<file path="config.mk">
export PLATFORM = sky130hd
export DESIGN_NAME = memout_page_reader
export DESIGN_NICKNAME = d
export VERILOG_FILES = /design/src/rtl/memout_page_reader.sv
export SDC_FILE = /design/constraint.sdc
export NUM_CORES = 1
export LEC_CHECK = 0
export ABC_AREA = 1
export CORE_UTILIZATION = 35
export DETAILED_ROUTE_END_ITERATION = 8
export PLACE_DENSITY_LB_ADDON = 0.1
export RECOVER_POWER = 50
export SYNTH_ARGS = -nofsm -noshare
export SYNTH_HDL_FRONTEND = slang
export SYNTH_SLANG_ARGS = --single-unit
</file>
<file path="constraint.sdc">
create_clock -name clk -period 2.3 [get_ports clk]
set_input_delay 0.69 -clock clk [delete_from_list [all_inputs] [get_ports clk]]
set_output_delay 0.69 -clock clk [all_outputs]
set_load 0.1 [all_outputs]
</file>
<file path="src/rtl/memout_page_reader.sv">
// memout_page_reader
// Reads back the output BRAM page that just finished filling and streams it out.
// The BRAM port-A write port is only observed, to count the entries written per page.
// At each BX boundary the completed page is read through port B into a 4-entry FIFO.
// The FIFO drives a valid/ready stream tagged with the BX of that page.
//
// Handshake: a word transfers in any cycle where out_valid && out_ready.
// While out_valid is high and out_ready is low, out_data and out_last stay stable.
// out_valid never drops until its word has transferred, except on a boundary flush.
module memout_page_reader #(
  parameter int DATA_WIDTH = 32,
  parameter int PAGE_AW    = 4,
  parameter int RD_LATENCY = 1
) (
  input  logic                  clk,
  input  logic                  reset,
  input  logic                  en_proc,
  input  logic [1:0]            bx_in,
  input  logic                  wr_ena,
  input  logic                  wr_wea,
  input  logic [PAGE_AW:0]      wr_addr,
  output logic                  rd_enb,
  output logic [PAGE_AW:0]      rd_addr,
  input  logic [DATA_WIDTH-1:0] rd_dout,
  output logic                  out_valid,
  input  logic                  out_ready,
  output logic [DATA_WIDTH-1:0] out_data,
  output logic                  out_last,
  output logic [1:0]            out_bx,
  output logic                  done,
  output logic                  overflow,
  output logic                  truncated
);

  // Count width holds 0..2^PAGE_AW inclusive, so a full page is distinguishable from empty.
  localparam int CW = PAGE_AW + 1;
  localparam logic [CW-1:0] CNT_MAX = CW'(2 ** PAGE_AW);

  typedef enum logic [1:0] {
    S_IDLE  = 2'd0,
    S_READ  = 2'd1,
    S_DRAIN = 2'd2
  } state_t;

  state_t r_state;
  state_t w_state_n;

  // Boundary tracking
  logic [1:0]          r_bx_q;
  logic                r_primed;
  logic                w_boundary;
  logic                w_start;

  // Write snooping and per-page counts
  logic [CW-1:0]       r_cnt [2];
  logic                w_wr;
  logic                w_wr_page;
  logic [1:0]          w_hit;
  logic [1:0]          w_clr;
  logic                w_sat_wr;
  logic                w_page_clash;
  logic [CW-1:0]       w_cur_len;
  logic                w_unused_ok;

  // Readout context
  logic                r_rd_page;
  logic [CW-1:0]       r_rd_len;
  logic [PAGE_AW-1:0]  r_idx;
  logic [1:0]          r_out_bx;
  logic                r_done;
  logic                r_overflow;
  logic                r_truncated;
  logic                w_issue;
  logic                w_done_n;
  logic                w_trunc_n;
  logic                w_last_idx;

  // Read-latency tracking: one valid/last bit per outstanding BRAM read
  logic [RD_LATENCY-1:0] r_pipe_vld;
  logic [RD_LATENCY-1:0] r_pipe_last;
  logic [1:0]            w_inflight;
  logic                  w_cap;
  logic                  w_cap_last;
  logic                  w_space;

  // Output FIFO
  logic [DATA_WIDTH-1:0] r_fifo_data [4];
  logic [3:0]            r_fifo_last;
  logic [1:0]            r_wr_ptr;
  logic [1:0]            r_rd_ptr;
  logic [2:0]            r_fifo_cnt;
  logic                  w_fifo_ne;
  logic                  w_pop;
  logic                  w_head_last;

  // Only the page bit of the snooped address matters for counting.
  assign w_unused_ok = &{1'b0, wr_addr[PAGE_AW-1:0]};

  assign w_boundary = en_proc && (bx_in != r_bx_q);
  assign w_start    = w_boundary && r_primed;

  assign w_wr      = wr_ena && wr_wea;
  assign w_wr_page = wr_addr[PAGE_AW];
  assign w_hit     = {w_wr && w_wr_page, w_wr && !w_wr_page};

  // The first boundary after reset clears both pages; later ones clear only the new page.
  assign w_clr = !w_boundary ? 2'b00 :
                 (!r_primed  ? 2'b11 : (bx_in[0] ? 2'b10 : 2'b01));

  assign w_cur_len = r_cnt[r_bx_q[0]];

  // A write to a full page that is not being cleared this cycle cannot be recorded.
  assign w_sat_wr = |(w_hit & ~w_clr & {(r_cnt[1] == CNT_MAX), (r_cnt[0] == CNT_MAX)});

  // Upstream must not write the page under readout; the boundary cycle hands the page back.
  assign w_page_clash = w_wr && (r_state != S_IDLE) && !w_boundary && (w_wr_page == r_rd_page);

  assign w_cap      = r_pipe_vld[RD_LATENCY-1];
  assign w_cap_last = r_pipe_last[RD_LATENCY-1];

  assign w_fifo_ne   = (r_fifo_cnt != 3'd0);
  assign w_pop       = w_fifo_ne && out_ready;
  assign w_head_last = r_fifo_last[r_rd_ptr];

  // Credit check: never have more FIFO words plus outstanding reads than FIFO entries.
  assign w_space    = ({1'b0, r_fifo_cnt} + {2'b00, w_inflight}) < 4'd4;
  assign w_last_idx = ({1'b0, r_idx} == (r_rd_len - CW'(1)));

  // Count outstanding BRAM reads
  always_comb begin
    w_inflight = 2'd0;
    for (int i = 0; i < RD_LATENCY; i++) begin
      w_inflight = w_inflight + {1'b0, r_pipe_vld[i]};
    end
  end

  // Next-state, read issue and pulse decode
  always_comb begin
    w_state_n = r_state;
    w_issue   = 1'b0;
    w_done_n  = 1'b0;
    w_trunc_n = 1'b0;
    case (r_state)
      S_IDLE: begin
        w_state_n = S_IDLE;
      end
      S_READ: begin
        if (w_space) begin
          w_issue = 1'b1;
          if (w_last_idx) begin
            w_state_n = S_DRAIN;
          end
        end
      end
      S_DRAIN: begin
        if (w_pop && w_head_last) begin
          w_state_n = S_IDLE;
          w_done_n  = 1'b1;
        end
      end
      default: begin
        w_state_n = S_IDLE;
      end
    endcase
    // A primed boundary overrides everything: abandon any page in progress, start the new one.
    if (w_start) begin
      w_issue   = 1'b0;
      w_trunc_n = (r_state != S_IDLE);
      w_done_n  = (w_cur_len == '0);
      w_state_n = (w_cur_len != '0) ? S_READ : S_IDLE;
    end
  end

  // FSM state register
  always_ff @(posedge clk) begin
    if (reset) begin
      r_state <= S_IDLE;
    end else begin
      r_state <= w_state_n;
    end
  end

  // BX history and priming
  always_ff @(posedge clk) begin
    if (reset) begin
      r_bx_q   <= bx_in;
      r_primed <= 1'b0;
    end else begin
      r_bx_q <= bx_in;
      if (w_boundary) begin
        r_primed <= 1'b1;
      end
    end
  end

  // Per-page entry counters, saturating at a full page
  always_ff @(posedge clk) begin
    if (reset) begin
      r_cnt[0] <= '0;
      r_cnt[1] <= '0;
    end else begin
      for (int p = 0; p < 2; p++) begin
        if (w_clr[p]) begin
          r_cnt[p] <= w_hit[p] ? CW'(1) : '0;
        end else if (w_hit[p] && (r_cnt[p] != CNT_MAX)) begin
          r_cnt[p] <= r_cnt[p] + CW'(1);
        end
      end
    end
  end

  // Readout context captured at each boundary; read index advances per issued read
  always_ff @(posedge clk) begin
    if (reset) begin
      r_rd_page <= 1'b0;
      r_rd_len  <= '0;
      r_out_bx  <= 2'd0;
      r_idx     <= '0;
    end else begin
      if (w_boundary) begin
        r_rd_page <= r_bx_q[0];
        r_rd_len  <= w_cur_len;
        r_out_bx  <= r_bx_q;
      end
      if (w_start) begin
        r_idx <= '0;
      end else if (w_issue) begin
        r_idx <= r_idx + PAGE_AW'(1);
      end
    end
  end

  // Status pulses and sticky overflow
  always_ff @(posedge clk) begin
    if (reset) begin
      r_done      <= 1'b0;
      r_truncated <= 1'b0;
      r_overflow  <= 1'b0;
    end else begin
      r_done      <= w_done_n;
      r_truncated <= w_trunc_n;
      if (w_sat_wr || w_page_clash) begin
        r_overflow <= 1'b1;
      end
    end
  end

  // Outstanding-read pipeline; a boundary discards every read still in flight
  if (RD_LATENCY == 1) begin : g_lat1
    always_ff @(posedge clk) begin
      if (reset || w_start) begin
        r_pipe_vld  <= '0;
        r_pipe_last <= '0;
      end else begin
        r_pipe_vld[0]  <= w_issue;
        r_pipe_last[0] <= w_issue && w_last_idx;
      end
    end
  end else begin : g_lat2
    always_ff @(posedge clk) begin
      if (reset || w_start) begin
        r_pipe_vld  <= '0;
        r_pipe_last <= '0;
      end else begin
        r_pipe_vld[0]  <= w_issue;
        r_pipe_last[0] <= w_issue && w_last_idx;
        r_pipe_vld[1]  <= r_pipe_vld[0];
        r_pipe_last[1] <= r_pipe_last[0];
      end
    end
  end

  // FIFO pointers, occupancy and last flags; flushed on a boundary
  always_ff @(posedge clk) begin
    if (reset || w_start) begin
      r_wr_ptr    <= 2'd0;
      r_rd_ptr    <= 2'd0;
      r_fifo_cnt  <= 3'd0;
      r_fifo_last <= 4'd0;
    end else begin
      if (w_cap) begin
        r_fifo_last[r_wr_ptr] <= w_cap_last;
        r_wr_ptr              <= r_wr_ptr + 2'd1;
      end
      if (w_pop) begin
        r_rd_ptr <= r_rd_ptr + 2'd1;
      end
      r_fifo_cnt <= r_fifo_cnt + {2'b00, w_cap} - {2'b00, w_pop};
    end
  end

  // FIFO data storage captures BRAM data as each read returns
  always_ff @(posedge clk) begin
    if (w_cap && !w_start) begin
      r_fifo_data[r_wr_ptr] <= rd_dout;
    end
  end

  assign rd_enb    = w_issue;
  assign rd_addr   = {r_rd_page, r_idx};
  assign out_valid = w_fifo_ne;
  assign out_data  = w_fifo_ne ? r_fifo_data[r_rd_ptr] : '0;
  assign out_last  = w_fifo_ne && w_head_last;
  assign out_bx    = r_out_bx;
  assign done      = r_done;
  assign overflow  = r_overflow;
  assign truncated = r_truncated;

endmodule

</file>
# Word-level counts from Yosys, hierarchy flattened
# Memory sizes are Yosys's and may differ from the RTL's. A register that Yosys moved wholly into a read port is not among the register bits.
# Index checks and enable logic that the tools add are counted.
[word_totals] elab_cells=127 ram_bits=138 inputBits=45 ff_bits=33 memories=2 output_inout_bits=45
[classes] bitwise=8 muxes=47 n_eq_ne=12 n_lt_le_gt_ge=4 n_reduce_logical=29 n_addsub=9
[memory_table] name="r_fifo_data" depth=4 width=32 rd=1 rd_clocked_by_memory_dff=1 write_ports=1 line="87" rtl="logic [DATA_WIDTH-1:0] r_fifo_data [4];"
[memory_table] name="r_cnt" depth=2 width=5 rd=3 rd_clocked_by_memory_dff=1 write_ports=2 line="55" rtl="logic [CW-1:0] r_cnt [2];"
[ops] cell="$mux 32" n=1
[ops] cell="$mux 1" n=29
[ops] cell="$mux 5" n=4
[ops] cell="$mux 2" n=9
[ops] cell="$logic_and 1x1->1" n=16
[ops] cell="$add 5x1->5 const B" n=2
[ops] cell="$eq 5x5->1 const B" n=2
[ops] cell="$ne 5x5->1 const B" n=2
[ops] cell="$ne 3x3->1 const B" n=3
[ops] cell="$lt 2x3->1 const B" n=2
[ops] cell="$reduce_or 2->1" n=3
[ops] cell="$eq 4x5->1" n=1
[ops] cell="$logic_not 5->1" n=1
[ops] cell="$reduce_bool 5->1" n=1
[ops] cell="$sub 5x1->5 const B" n=1
[ops] cell="$add 2x1->2 const B" n=2
[ops] cell="$add 3x1->4" n=1
[ops] cell="$add 4x1->4 const B" n=1
[ops] cell="$and 2x2->2" n=2
[ops] cell="$bwmux 4" n=1
[ops] cell="$lt 4x3->1 const B" n=1
[ops] cell="$or 1x1->1" n=4
[ops] cell="$pmux 2 s2" n=1
[ops] cell="$add 3x1->3" n=1
[ops] cell="15 further kinds" n=18

# Longest topological paths before layout
# Gate-level depths: netlist of run 1.
[logic_depth] depth_word=8 depth_mapped=12 ltp_nobuf=12

# Least setup slack after synthesis of run 1
# No wires, ideal clock.
[synth_path] path_kind="reg-to-output" from="register with a tool-made name" to="output out_data[11]" t_arrival_ns=2.355 path_stages_with_launch=7 required_ns=1.610 setup_slack_ns=-0.745 n_path_buf=2 cell_sequence="dfxtp_1 > buf_2 > buf_2 > nor2_1 > nor2_1 > o21ai_0 > a21oi_1"
[synth_rtl] item="end: declaration" line="27" rtl="output logic [DATA_WIDTH-1:0] out_data,"

==> metrics.cfg, run 1 <==
[global_route]
overflow=0
grt_pass1_vias=5358
grt_max_degree=35
grt.total_usage_pct=17.0
grt_antenna_before_repair=2
grt_pass1_wl_um=28200

[placed_design]
place_ws_ns=-0.260
place_congestion=0.786
port-buffer-count=85
dp_hpwl_um=11100

[synthesis]
synth_area_leaders=edfxtp_1 (56%), dfxtp_1 (9.2%), nor2_1 (8.6%)
ys_warn_count=0
ys_seq_elements=172
synth_top_area_share_pct=56.3
ys_seq_area_share_pct=65.5
synth-edff-count=138
synth_cell_types=32
ys.flop_type=edfxtp_1
syn_nets=772
syn_inst=713
yosysMostFrequentCell=nor2_1
synth_top_area_cell=edfxtp_1
postSynthAreaPerCell_um2=10.3
syn_area_um2=7370
async_flop_share_pct=0
synth_common_cells=nor2_1 (168), edfxtp_1 (138), nand2_1 (74)

[sta]
drv_slew=0
min_period_ns=2.41
setup_viol=34
fin_ws_ns=-0.106
max_freq_mhz=416
hold_violations=0
fin_skew_ns=0.0110
hold_slack_ns=0.468
tightest_slew_ns=0.537
period_share_pct=105
rsz0062_at_grt=yes
relSlewSlack_pct=64.2

[setup_path]
worst-setup-path-type=flip-flop to output pin
cpMaxStageDelayCell=dfxtp_4
cp_num_buf_inv=3
cp_max_fo=34
end_kind=output pin
critical_path.max_stage_delay_ns=0.44
cp_cell_sequence=clkinv_2, buf_12, o21ai_1, a21oi_4, buf_12
worstPathRequired_ns=1.61
cp.arrival_ns=1.72
reg2regPathDepth=12
start_kind=flip-flop
cp_num_cells=5
cp_top_family=buffers and inverters
crit_top_cell=buf_12

[cts]
cts_root_buf=clkbuf_16
cts_buffers=17
cts_tree=built
numClockSinks=172
clock_path_buffers=2
insertion_delay_ns=0.42
h-tree-depth=4
clk_pin_slew_ns=0.06

[floorplanning]
die_y_um=147
die_w_um=147
rows=52
dieArea_um2=21600
io_pins=90
start_util_pct=36.1
core_um2=20400

[power]
power_density_nw_per_um2=1240
p_total_uw=13100
irDropWorstVdd_mv=0.668
p_leak_uw=0.00387

[route]
wire_per_inst_um=15.7
drt-vias-per-instance=4.76
drt-initial-drc-count=194
dr.pass1.iters=4
route.antenna.remaining_nets=0
vias=5335
finalWirelength_um=17600
drc_errors=0

[cells_and_area]
multi_input_area_um2=2670
area_growth_pct=43.6
seq_area_um2=4840
fin_nets=896
fill_cells=1778
final_layout_size_suffix_gt1_share_pct=26.0

[outcome]
violations=setup timing
status=complete, but fails checks

[job]
drv_cap=0

[worst_hold_path]
min_path_type=flip-flop to flip-flop
holdPathStages=2

## kinds of logic (layout without fill, tap and decap cells)
logic type | count (synthesis) | count (layout) | share of synthesized area, %
and+or+nand+nor | 290 | 290 | 16.5
xor gates and xnor gates | 10 | 10 | 1.19
buffers and inverters | 95 | 231 | 5.28
adders and majority gates | 14 | 14 | 2.48
other | 0 | 1 | 0
AOI/OAI and AO/OA | 132 | 132 | 9.07
DFF | 172 | 172 | 65.5
## worst paths after layout
check / start / end / slack (ns)
setup / recovery: flip-flop / out_data[14] / -0.11
hold / removal: r_fifo_last[1] / r_fifo_last[1] / 0.47
setup reg to reg: r_fifo_cnt[0] / r_fifo_cnt[2] / 0.11
hold reg to reg: r_fifo_last[1] / r_fifo_last[1] / 0.47
## layout by cell type (no fill, tap or decap), drive strengths merged, types with 27 or more instances in the layout
master / count
a21oi: 51
buf: 87
dlygate4sd3: 32
nand2: 79
inv: 63
o21ai: 81
dfxtp: 34
edfxtp: 138
nor2: 169
nand3: 27
## power by group
group / switching [µW] / internal, µW / total [µW] / leakage [µW]
clock network: 1210 / 1510 / 2720 / 0.000273
registers: 114 / 3460 / 3570 / 0.00154
logic: 4340 / 2520 / 6860 / 0.00205
total: 5670 / 7480 / 13100 / 0.00387
## routing by layer
metal | global-route usage [%] | up-vias | routed length, µm
met4 | 6.24 | 2 | 232
met2 | 29.7 | 72 | 9100
met3 | 3.54 | 20 | 576
li1 | - | 2662 | -
met1 | 20.5 | 2579 | 7670
met5 | 0 | - | 10
## flip-flops by register name, summed over array words and instances, names as in the netlist, 2 cells and up, named ones only
register,cells
r_fifo_data,128
r_cnt,10
r_rd_len,5
r_fifo_last,4
r_idx,4
r_fifo_cnt,3
out_bx,2
r_bx_q,2
r_rd_ptr,2
r_state,2
r_wr_ptr,2
## stage by stage
| step | setup TNS, ns | cells | area, µm² | utilization [%] |
|---|---|---|---|---|
| 5_1_grt | -5.00 | 1119 | 10600 | 51.8 |
| 3_3_place_gp | -26.80 | 1074 | 9550 | 46.7 |
| 6_report | -2.13 | 1120 | 10600 | 51.8 |
| 4_1_cts | -2.71 | 1114 | 10400 | 51.0 |
| 2_1_floorplan | -0.419 | 713 | 7730 | - |
| 3_5_place_dp | -29.05 | 1074 | 9550 | 46.7 |
## final cells by class
type,count,share of cell area (%)
Antenna cell,1,0.0237
Clock buffer,17,4.02
Clock inverter,14,1.29
Inverter,64,2.35
Multi-Input combinational cell,446,25.3
Sequential cell,172,45.8
Tap cell,270,3.19
Timing Repair Buffer,136,18.0
## worst register-to-register path, delay by kind of cell, from the launching register on
| kind | cells | cell delay (ns) |
|---|---|---|
| AND/OR/NAND/NOR | 3 | 0.38 |
| flip-flops | 1 | 0.36 |
| adder cells (fa/ha/maj) | 3 | 0.81 |
| buffers and inverters | 5 | 0.41 |
| XOR/XNOR | 1 | 0.17 |
## timing repair
action                     in CTS  in global routing
resized for setup             106                 47
buffers inserted                5                  4
setup endpoints to repair      34                 34
hold buffers                    0                  0
gates cloned                    4                  2
pin swaps                       7                  6
(Power assumes the default switching activity.)
==> inputs of run 2 (changes only) <==
Clock period 2.3 ns to 2.4 ns, I/O delays scaled along.
==> run 2 against run 1 <==
  * The run still ends with setup timing left
  * Die area did not move
  * Core utilization increased by 0.79 points
  * Power shrank 6.0%
  * Non-clock buffer count increased by 2
  * Worst setup slack got worse by 0.0029 ns
  * Critical path type unchanged
  * Critical endpoint is now out_data[9]
  * Highest routed layer is now met4
==> metrics.cfg, run 2 (synthesis gave the netlist of run 1 again) <==
[outcome]
status=complete, but fails checks
violations=setup timing

[power]
p_int_uw=7010
sw_frac_of_total_pct=43.3
p_switching_uw=5350
combPwrFrac_pct=51.5
p_clk_share_pct=20.8
irDropWorstVdd_mv=0.551
power_density_nw_per_um2=1150
p_seq_share_pct=27.6
p_leak_uw=0.00391
p_total_uw=12400

[cells_and_area]
design_area_um2=10700
final_layout_size_suffix_gt1_share_pct=31.6
final_common_cell=edfxtp_1
largest_reg_flops=128
final_util_pct=52.6
fin_nets=898
final_cell_mix=edfxtp_1 (138), nor2_1 (120), nand2_1 (75), inv_1 (54), buf_12 (54)
top_register=r_fifo_data
top_regs=r_fifo_data (128), r_cnt (10), r_rd_len (5)
area_growth_pct=45.8

[floorplanning]
die_y_um=147
start_util_pct=36.1
dieArea_um2=21600
die_w_um=147
io_pins=90
core_um2=20400
rows=52

[setup_path]
worst-setup-path-type=flip-flop to output pin
start_kind=flip-flop
cp.arrival_ns=1.79
worstPathRequired_ns=1.68
end_kind=output pin
r2r_slack_ns=0.29
cp_max_fo=7

[placed_design]
port-buffer-count=85
dp_hpwl_um=10800
place_area_um2=9400
place_ws_ns=-0.187
place_congestion=0.820

[global_route]
grt_max_degree=33
grt_pass1_wl_um=28500
grt.total_usage_pct=17.4
grt_pass1_vias=5423
grt_antenna_before_repair=1
overflow=0

[sta]
fin_skew_ns=0.00670
period_share_pct=105
relSlewSlack_pct=64.2
max_freq_mhz=399
fin_ws_ns=-0.109
hold_slack_ns=0.475
drv_slew=0
hold_violations=0
tightest_slew_ns=0.539
setup_viol=32
rsz0062_at_grt=yes
min_period_ns=2.51

[cts]
cts_hold_buf=0
cts_buffers=17
clock_path_buffers=2
insertion_delay_ns=0.42
clk_pin_slew_ns=0.06
cts_tree=built
numClockSinks=172
cts_root_buf=clkbuf_16
h-tree-depth=4

[route]
dr.pass1.iters=4
drc_errors=0
vias=5403
wire_per_inst_um=16.3
drt-vias-per-instance=4.81
finalWirelength_um=18300
route.antenna.remaining_nets=0
drt-initial-drc-count=242

[worst_hold_path]
min_path_type=flip-flop to flip-flop

[job]
drv_cap=0

-- run 2: cell types whose count changed in the layout (fill, tap and decap cells not counted), moves of 4 or more --
cell,change
nor2_1,-39
nor2_2,+26
a21oi_2,+15
a21oi_4,-15
nor2_4,+13
o21ai_1,-9
buf_4,-6
o21ai_0,+5
o21ai_2,+4
-- run 2: worst paths after layout --
check | to | from | depth (start not counted)
worst min-delay path | r_fifo_last[1] | r_fifo_last[1] | 2
worst min register to register | r_fifo_last[1] | r_fifo_last[1] | 2
worst max register to register | r_fifo_cnt[2] | r_fifo_cnt[0] | 11
worst max-delay path | out_data[9] | flip-flop | 7
-- run 2: metrics by stage --
| step | TNS [ns] | cells |
|---|---|---|
| 2_1_floorplan | -2.02 | 713 |
| 3_3_place_gp | -10.81 | 1072 |
| 3_5_place_dp | -11.81 | 1072 |
| 4_1_cts | -2.25 | 1116 |
| 5_1_grt | -4.51 | 1122 |
| 6_report | -2.07 | 1123 |
-- run 2: timing repair --
| action | 4_1_cts | 5_1_grt |
|---|---|---|
| resized for setup | 105 | 99 |
| pin swaps | 29 | 38 |
| setup buffers | 5 | 3 |
| endpoints found under the setup margin | 34 | 34 |
| cloned | 7 | 3 |
-- run 2: routing by layer --
metal,share of wire (%),global-route usage [%]
met5,0,0
met4,1.3,5.82
met3,4.9,3.88
met2,50,29.9
met1,44,21.5
-- run 2: final cells by class --
class | count | area (µm²)
Fill cell | 1754 | 9690
Sequential cell | 172 | 4840
Multi-Input combinational cell | 446 | 2770
Timing Repair Buffer | 138 | 1990
Clock buffer | 19 | 433
Tap cell | 270 | 338
Inverter | 64 | 250
Clock inverter | 13 | 119
Antenna cell | 1 | 2.50
-- run 2: worst max-delay path, stage by stage (launching register included) --
cell	delay [ns]
dfxtp_2	0.36
clkinvlp_4	0.12
buf_6	0.15
clkbuf_16	0.16
nor2_2	0.09
o21ai_1	0.08
a21oi_2	0.21
buf_12	0.20
-- run 2: power by group through the flow --
stage / Combinational [µW] / Clock, µW / Sequential, µW
5_1_grt: 6620 / 2770 / 3430
2_1_floorplan: 3610 / 0 / 3460
3_5_place_dp: 5700 / 0 / 3460
4_1_cts: 6230 / 2640 / 3400
3_3_place_gp: 5670 / 0 / 3450
6_report: 6370 / 2580 / 3410
